==> src/rtl/data_bus_pkg.sv <==
`default_nettype none
// ============================================================================
// Module      : data_bus_pkg
// Description : Shared types and constants for the data-side bus fabric:
//               FSM state encoding, default error read data and the
//               byte-strobe width helper.
// Revision    : 1.0 - initial release
// ============================================================================
package data_bus_pkg;

    typedef enum logic [1:0] {
        IDLE = 2'd0,
        WAIT = 2'd1,
        RESP = 2'd2
    } bus_state_t;

    localparam logic [31:0] C_ERR_DATA_DEFAULT = 32'hDEAD_BEEF;
    localparam int          C_BYTE_W           = 8;

    // Number of byte enables for a data bus of the given width.
    function automatic int strb_w(input int data_w);
        return data_w / C_BYTE_W;
    endfunction

endpackage
`default_nettype wire

==> src/rtl/bus_timeout_counter.sv <==
`default_nettype none
// ============================================================================
// Module      : bus_timeout_counter
// Description : Counts cycles spent waiting for a slave acknowledge.
//               expired is high while the count equals TIMEOUT-1, i.e. on the
//               last permitted wait cycle.
// Ports       : clk, reset (async, active-high), clear (sync, has priority),
//               enable (count up), expired (combinational flag)
// Revision    : 1.0 - initial release
// ============================================================================
module bus_timeout_counter #(
    parameter int TIMEOUT = 15
) (
    input  logic clk,
    input  logic reset,
    input  logic clear,
    input  logic enable,
    output logic expired
);

    localparam int CNT_W = (TIMEOUT > 1) ? $clog2(TIMEOUT) : 1;

    logic [CNT_W-1:0] r_count;

    always_ff @(posedge clk or posedge reset) begin
        if (reset) begin
            r_count <= '0;
        end else if (clear) begin
            r_count <= '0;
        end else if (enable) begin
            r_count <= r_count + CNT_W'(1);
        end
    end

    assign expired = (r_count == CNT_W'(TIMEOUT - 1));

endmodule
`default_nettype wire

==> src/rtl/data_bus_fabric.sv <==
`default_nettype none
// ============================================================================
// Module      : data_bus_fabric
// Description : Load/store interconnect from the core to NUM_SLAVES targets.
//               The top SEL_W address bits pick the slave; the access is
//               forwarded with a held one-hot req until ack or timeout and
//               returned to the core as a one-cycle ready pulse. Unmapped
//               addresses and silent slaves terminate with an error.
// Ports       : clk, reset (async, active-high)
//               core_*   : request side from the core, ready/rdata/err back
//               slv_*    : latched request fields out, ack/rdata in
//               err_count: saturating count of error responses
// Revision    : 1.0 - initial release
// ============================================================================
module data_bus_fabric
    import data_bus_pkg::*;
#(
    parameter int                ADDR_W     = 32,
    parameter int                DATA_W     = 32,
    parameter int                NUM_SLAVES = 4,
    parameter int                SEL_W      = 2,
    parameter int                TIMEOUT    = 15,
    parameter logic [DATA_W-1:0] ERR_DATA   = DATA_W'(C_ERR_DATA_DEFAULT)
) (
    input  logic                         clk,
    input  logic                         reset,
    input  logic                         core_req,
    input  logic                         core_we,
    input  logic [ADDR_W-1:0]            core_addr,
    input  logic [DATA_W-1:0]            core_wdata,
    input  logic [strb_w(DATA_W)-1:0]    core_wstrb,
    output logic                         core_ready,
    output logic [DATA_W-1:0]            core_rdata,
    output logic                         core_err,
    output logic [NUM_SLAVES-1:0]        slv_req,
    output logic                         slv_we,
    output logic [ADDR_W-1:0]            slv_addr,
    output logic [DATA_W-1:0]            slv_wdata,
    output logic [strb_w(DATA_W)-1:0]    slv_wstrb,
    input  logic [NUM_SLAVES-1:0]        slv_ack,
    input  logic [NUM_SLAVES*DATA_W-1:0] slv_rdata,
    output logic [15:0]                  err_count
);

    localparam int             C_STRB_W      = strb_w(DATA_W);
    localparam logic [SEL_W:0] C_NUM_SLAVES  = (SEL_W + 1)'(NUM_SLAVES);

    bus_state_t            r_state;
    bus_state_t            w_state_nxt;

    logic [SEL_W-1:0]      w_sel;
    logic                  w_mapped;
    logic [NUM_SLAVES-1:0] w_req_dec;
    logic                  w_ack;
    logic [DATA_W-1:0]     w_rdata_sel;
    logic                  w_expired;

    logic                  w_core_ready_nxt;
    logic [DATA_W-1:0]     w_core_rdata_nxt;
    logic                  w_core_err_nxt;
    logic [NUM_SLAVES-1:0] w_slv_req_nxt;
    logic                  w_slv_we_nxt;
    logic [ADDR_W-1:0]     w_slv_addr_nxt;
    logic [DATA_W-1:0]     w_slv_wdata_nxt;
    logic [C_STRB_W-1:0]   w_slv_wstrb_nxt;
    logic [15:0]           w_err_count_nxt;

    assign w_sel     = core_addr[ADDR_W-1 -: SEL_W];
    assign w_mapped  = ({1'b0, w_sel} < C_NUM_SLAVES);
    assign w_req_dec = NUM_SLAVES'(1) << w_sel;

    // slv_req is one-hot on the selected slave while waiting, so masking the
    // acks with it both selects the right ack and discards stray ones.
    assign w_ack = |(slv_ack & slv_req);

    always_comb begin
        w_rdata_sel = '0;
        for (int i = 0; i < NUM_SLAVES; i++) begin
            if (slv_req[i]) begin
                w_rdata_sel = slv_rdata[i*DATA_W +: DATA_W];
            end
        end
    end

    bus_timeout_counter #(
        .TIMEOUT (TIMEOUT)
    ) u_timeout (
        .clk     (clk),
        .reset   (reset),
        .clear   (r_state != WAIT),
        .enable  (r_state == WAIT),
        .expired (w_expired)
    );

    always_comb begin
        w_state_nxt      = r_state;
        w_core_ready_nxt = 1'b0;
        w_core_rdata_nxt = core_rdata;
        w_core_err_nxt   = core_err;
        w_slv_req_nxt    = slv_req;
        w_slv_we_nxt     = slv_we;
        w_slv_addr_nxt   = slv_addr;
        w_slv_wdata_nxt  = slv_wdata;
        w_slv_wstrb_nxt  = slv_wstrb;
        w_err_count_nxt  = err_count;

        case (r_state)
            IDLE: begin
                if (core_req) begin
                    w_slv_we_nxt    = core_we;
                    w_slv_addr_nxt  = core_addr;
                    w_slv_wdata_nxt = core_wdata;
                    w_slv_wstrb_nxt = core_wstrb;
                    if (w_mapped) begin
                        w_slv_req_nxt = w_req_dec;
                        w_state_nxt   = WAIT;
                    end else begin
                        w_core_ready_nxt = 1'b1;
                        w_core_err_nxt   = 1'b1;
                        w_core_rdata_nxt = ERR_DATA;
                        w_state_nxt      = RESP;
                    end
                end
            end
            WAIT: begin
                // Ack is tested first so an ack on the final count wins.
                if (w_ack) begin
                    w_slv_req_nxt    = '0;
                    w_core_ready_nxt = 1'b1;
                    w_core_err_nxt   = 1'b0;
                    w_core_rdata_nxt = slv_we ? '0 : w_rdata_sel;
                    w_state_nxt      = RESP;
                end else if (w_expired) begin
                    w_slv_req_nxt    = '0;
                    w_core_ready_nxt = 1'b1;
                    w_core_err_nxt   = 1'b1;
                    w_core_rdata_nxt = ERR_DATA;
                    w_state_nxt      = RESP;
                end
            end
            RESP: begin
                if (core_err && (err_count != 16'hFFFF)) begin
                    w_err_count_nxt = err_count + 16'd1;
                end
                w_state_nxt = IDLE;
            end
            default: begin
                w_slv_req_nxt = '0;
                w_state_nxt   = IDLE;
            end
        endcase
    end

    always_ff @(posedge clk or posedge reset) begin
        if (reset) begin
            r_state    <= IDLE;
            core_ready <= 1'b0;
            core_rdata <= '0;
            core_err   <= 1'b0;
            slv_req    <= '0;
            slv_we     <= 1'b0;
            slv_addr   <= '0;
            slv_wdata  <= '0;
            slv_wstrb  <= '0;
            err_count  <= '0;
        end else begin
            r_state    <= w_state_nxt;
            core_ready <= w_core_ready_nxt;
            core_rdata <= w_core_rdata_nxt;
            core_err   <= w_core_err_nxt;
            slv_req    <= w_slv_req_nxt;
            slv_we     <= w_slv_we_nxt;
            slv_addr   <= w_slv_addr_nxt;
            slv_wdata  <= w_slv_wdata_nxt;
            slv_wstrb  <= w_slv_wstrb_nxt;
            err_count  <= w_err_count_nxt;
        end
    end

endmodule
`default_nettype wire

==> config.mk <==
export PLATFORM = sky130hd
export DESIGN_NAME = data_bus_fabric
export DESIGN_NICKNAME = d
export VERILOG_FILES = /design/src/rtl/data_bus_pkg.sv /design/src/rtl/bus_timeout_counter.sv /design/src/rtl/data_bus_fabric.sv
export SDC_FILE = /design/constraint.sdc
export NUM_CORES = 1
export LEC_CHECK = 0
export BUFFER_PORTS_ARGS = -buffer_cell sky130_fd_sc_hd__buf_2
export CORE_AREA = 2 2 126 128
export DETAILED_ROUTE_END_ITERATION = 7
export DIE_AREA = 0 0 128 130
export PLACE_DENSITY_LB_ADDON = 0.3
export SLEW_MARGIN = 5
export SYNTH_ARGS = -nofsm -noshare
export SYNTH_HDL_FRONTEND = slang
export SYNTH_SLANG_ARGS = --single-unit
==> constraint.sdc <==
create_clock -name clk -period 10.5 [get_ports clk]
set_input_delay 2.625 -clock clk [delete_from_list [all_inputs] [get_ports clk]]
set_output_delay 2.625 -clock clk [all_outputs]
set_load 0.03 [all_outputs]
# Word level (Yosys, flattened, before mapping)

Cells that the tools add are included.
W data, S select, Z words.

Input bits: 204
Output and inout port bits: 123
Register bits: 129

Equal/unequal tests: 7
Shifts and indexed selects: 1
Mux-type cells: 22
Add/sub/neg operators: 2
Bitwise gates (word level): 2
Reduce and logical (&&, ||, !) cells: 10

Operator list:

| operator                | number |
|---|---|
| $mux W32                | 7 |
| $mux W4                 | 5 |
| $add A16 B1 Y16 const B | 1 |
| $ne A16 B16 Y1 const B  | 1 |
| $pmux W4 S3             | 1 |
| $reduce_and A2 Y1       | 4 |
| $mux W2                 | 3 |
| $mux W1                 | 5 |
| $add A4 B1 Y4 const B   | 1 |
| $and A4 B4 Y4           | 1 |
| $eq A4 B4 Y1 const B    | 1 |
| $pmux W2 S2             | 1 |
| $reduce_bool A2 Y1      | 2 |
| $reduce_or A4 Y1        | 1 |
| $shl A1 B2 Y4 const A   | 1 |
| $ne A3 B3 Y1 const B    | 1 |
| $reduce_and A3 Y1       | 1 |
| $eq A2 B1 Y1 const B    | 1 |
| $eq A2 B2 Y1 const B    | 1 |
| $logic_not A2 Y1        | 1 |
| $ne A2 B1 Y1 const B    | 1 |
| $ne A2 B2 Y1 const B    | 1 |
| $logic_and A1 B1 Y1     | 1 |
| $not A1 Y1              | 1 |

# Depth between registers and ports, before layout

Depth after elaboration: 6
Mapped depth: 9

# Cells and area by module

From an unflattened synthesis, not the netlist that was laid out.

Cells, all modules: 521
Area total of the unflattened synthesis: 6057.1 sq um

Modules (own cells, without submodules):

| module              | cells each | sequential area each (sq um) | instances | area each (sq um) |
|---|---|---|---|---|
| data_bus_fabric     | 501        | 3128.0                       | 1         | 5840.6 |
| bus_timeout_counter | 20         | 100.1                        | 1         | 216.5 |

# Worst setup path before layout

Ideal clock, no wire load.

Kind: input to register
Start point: in slv_ack[2]
End point: reg core_rdata[6]
Path slack: 6.800 ns
Cell stages on the path: 7
Data required time: 10.359 ns
Library setup time: 0.141 ns
Data arrival time: 3.559 ns
Path through: a22oi_1 > a31o_1 > buf_2 > inv_4 > buf_6 > nor2_1 > a31oi_1

Word-level cells in the longest chain between the ends: 4

RTL lines:

| element                             | line                   | text |
|---|---|---|
| start, declared                     | data_bus_fabric.sv:40  | `input logic [NUM_SLAVES-1:0] slv_ack,` |
| $and A4 B4 Y4 *                     | data_bus_fabric.sv:74  | `assign w_ack = \|(slv_ack & slv_req);` |
| $reduce_or A4 Y1 *                  | data_bus_fabric.sv:74  |  |
| $reduce_bool A2 Y1 (no source line) | -                      |  |
| $reduce_and A2 Y1 (no source line)  | -                      |  |
| end signal, assigned                | data_bus_fabric.sv:169 | `core_rdata <= w_core_rdata_nxt;` |
| end, declared                       | data_bus_fabric.sv:33  | `output logic [DATA_W-1:0] core_rdata,` |

Every way passes the cells marked *; elsewhere a longest branch is shown, timed or not.
A chain may end at the register's enable or synchronous reset.

# Worst setup path after layout

Start point: reg slv_req[3]
End point: out slv_req[3]

RTL lines:

| element                | line                   | text |
|---|---|---|
| start, declared        | data_bus_fabric.sv:35  | `output logic [NUM_SLAVES-1:0] slv_req,` |
| start signal, assigned | data_bus_fabric.sv:171 | `slv_req <= w_slv_req_nxt;` |

No word-level cell between the ends.

==> out/qor.yml <==
power:
  p_sw_share_pct: 44.2
  p_leak_nw: 4.55
  seqPwrFrac_pct: 29.9
  ir_drop_uv: 199
  power_switching_mw: 1.24
  intPower_mw: 1.56
  power_frac_clock_pct: 23.6
  combPwrFrac_pct: 46.6
  powerDensity_nw_per_um2: 333
critical_path:
  rr_startpoint: "slv_req[2]"
  cp.arrival_ns: 1.46
  critPathRequiredTime_ns: 7.88
  cp_slowest_cell: "dfrtp_1"
  reg2reg_depth: 6
  path_depth: 1
  end_kind: "primary output"
  critPathBufInv: 1
  crit_family: "flip-flops"
  r2r_slack_ns: 8.04
  worst_setup_path_start_kind: "flip-flop"
  critPathKind: "flip-flop to primary output"
  path_cells: "buf_2"
  r2r_end: "core_rdata[29]"
  cp_max_fo: 21
  max_stage_delay_ns: 0.74
synth:
  netlist_area_um2: 5990
  postSynthAreaPerCell_um2: 9.12
  ys_ff_latch: 129
  yosys.cell_types.count: 43
  synth-edff-count: 0
  synth-async-reset-ratio_pct: 100
  synth_nets: 864
  synth_top_cell_area_share_pct: 53.9
  yosysMostFrequentCell: "nand2_1"
  synthTopCellsByArea: "dfrtp_1 (54%), nand2_1 (15%), a221o_1 (4.0%), nand2b_1 (2.7%), nand3_1 (2.7%)"
  seq_area_frac_synth_pct: 53.9
  ys_top_cells_by_count: "nand2_1 (244), dfrtp_1 (129), clkbuf_1 (35)"
  synth_cells: 657
  ys_warn_count: 0
  synth_ff_type: "dfrtp_1"
  synth_area_leader_cell: "dfrtp_1"
timing:
  rsz0062_at_grt: "no"
  relSlewSlack_pct: 42.4
  final_max_slew_viol_count: 0
  period_needed_ns: 4.09
  setup_viol: 0
  layout_setup_ws_ns: 6.41
  skew_ns: 0.00702
  worst_pin_slew_ns: 0.864
  fin_crit_sh_pct: 38.9
  fmax_ghz: 0.245
  timing.hold.ws_ns: 0.468
  tns_ns: 0
  final_hold_viol_count: 0
global_routing:
  first_global_vias: 5604
  grt_use_met3_pct: 6.52
  grt_overflow: 0
  grt_max_degree: 71
  top_usage_layer: "met2"
  antenna_found_initial: 0
  use_met1_pct: 26.7
  grt_pass1_wl_mm: 28.4
  grt.total_usage_pct: 21.9
  grt_util_met2_pct: 37.2
clock_network:
  cts_tree: "built"
  cts_resized: 0
  h-tree-depth: 4
  cts_setup_buffers: 0
  clock_path_buffers: 2
  clock_latency_ns: 0.41
  root_buffer: "clkbuf_16"
  numCtsBuffers: 17
  clkTransAtPathRegs_ns: 0.06
  cts_hold_buffers: 0
  clock-sinks: 129
layout:
  multi_input_area_um2: 2560
  layout-drive-gt1-share_pct: 39.2
  fill_cells: 1458
  seq_area_um2: 3230
  nNetsFinal: 1173
  area_growth_pct: 40.6
  antenna_cells: 0
drt:
  vias: 5812
  ant_nets: 0
  drcViolationCount: 0
  drt_pre_antenna_iters: 5
  drtIter0Drc: 166
  avgViaCountPerCell: 4.97
  routed_wl_mm: 18.4
  wl_per_cell_um: 15.7
place:
  dp_slack_ns: 6.12
  dp_hpwl_mm: 13.4
  io_buffers: 326
  gp_congestion: 0.799
floorplanning:
  initial_core_util_pct: 38.8
  die_h_um: 130
  core_area_um2: 15400
  ios: 327
  fp.dieW_um: 128
  fp-row-count: 46
  die_area_um2: 16600
run_status:
  status: "finished, final reports clean"
worst_hold_path:
  hp-start: "slv_wdata[23]"
  holdPathEnd: "slv_wdata[23]"
  min_delay_path_depth: 2
  holdCritPathClass: "flip-flop to flip-flop"
flow_run:
  maxCapViolCount: 0
-- per-layer routing --
layer	share of wire, %	wire length, um
met1	42	7650
met2	49	8980
met3	7.7	1410
met4	1.9	344
met5	0	0
-- worst max path at each step --
stage | startpoint | endpoint
floorplan | reset | core_err
global placement | core_req | slv_req[2]
detailed placement | core_req | slv_req[1]
CTS | slv_req[3] | slv_req[3]
global route | slv_req[3] | slv_req[3]
finish | slv_req[3] | slv_req[3]
-- area by class of cell --
cell class                 instances  share of cell area (%)
sequential                       129                    38.3
multi-input combinational        479                    30.4
timing repair buffer             335                    20.2
clock buffer                      22                    5.87
tap                              192                    2.85
clock inverter                     9                    2.09
inverter                           4                   0.238
-- worst register-to-register path: cells and delay by family, from the launching register on --
family,cells,cell delay [ns]
flip-flops,1,0.39
buffers and inverters,2,0.82
AO/OA/AOI/OAI,3,0.68
AND/OR/NAND/NOR,1,0.51
-- state kept, by name (all words and copies together) (netlist names) --
register	count
core_err	1
core_rdata	32
core_ready	1
err_count	16
r_state	2
slv_addr	32
slv_req	4
slv_wdata	32
slv_we	1
slv_wstrb	4
u_timeout.r_count	4
-- cell families (layout without fill, tap and decap cells) --
logic type / after synthesis / count (layout) / synth area share, %
buffers and inverters: 49 / 370 / 3.53
xor gates and xnor gates: 16 / 16 / 2.34
adders and majority gates: 3 / 3 / 0.627
AOI/OAI and AO/OA: 88 / 88 / 11.9
and+or+nand+nor: 371 / 371 / 27.5
DFF: 129 / 129 / 53.9
muxes: 1 / 1 / 0.188
-- power by group through the flow --
stage | Combinational (mW) | Clock (mW) | Sequential (mW)
2_1_floorplan | 0.536 | 0 | 1.22
3_3_place_gp | 1.31 | 0 | 0.838
3_5_place_dp | 1.32 | 0 | 0.840
4_1_cts | 1.32 | 0.675 | 0.840
5_1_grt | 1.42 | 0.701 | 0.868
6_report | 1.31 | 0.660 | 0.838
-- stage by stage --
stage	area, um2	util (%)	total power [mW]	instances
after floorplan	5990	-	1.75	657
after global placement	7750	50.3	2.15	1139
after detailed placement	7750	50.3	2.16	1139
after CTS	8420	54.6	2.84	1170
after global routing	8420	54.6	2.99	1170
final	8420	54.6	2.80	1170
-- cell usage in the layout (no fill, tap or decap), types with 3 or more instances in the layout --
cell type	n
buf_2	326
xnor2_1	4
nor2_1	34
a31oi_1	25
nand2b_1	25
buf_4	9
bufinv_16	5
nand2_1	244
ha_1	3
o31ai_1	10
nand3_1	32
a221oi_1	8
clkbuf_8	5
clkbuf_16	17
xor2_1	12
a22o_1	8
dfrtp_1	128
nor3_1	6
a221o_1	24
nor2b_1	11
Power figures use the tool's default switching activity.
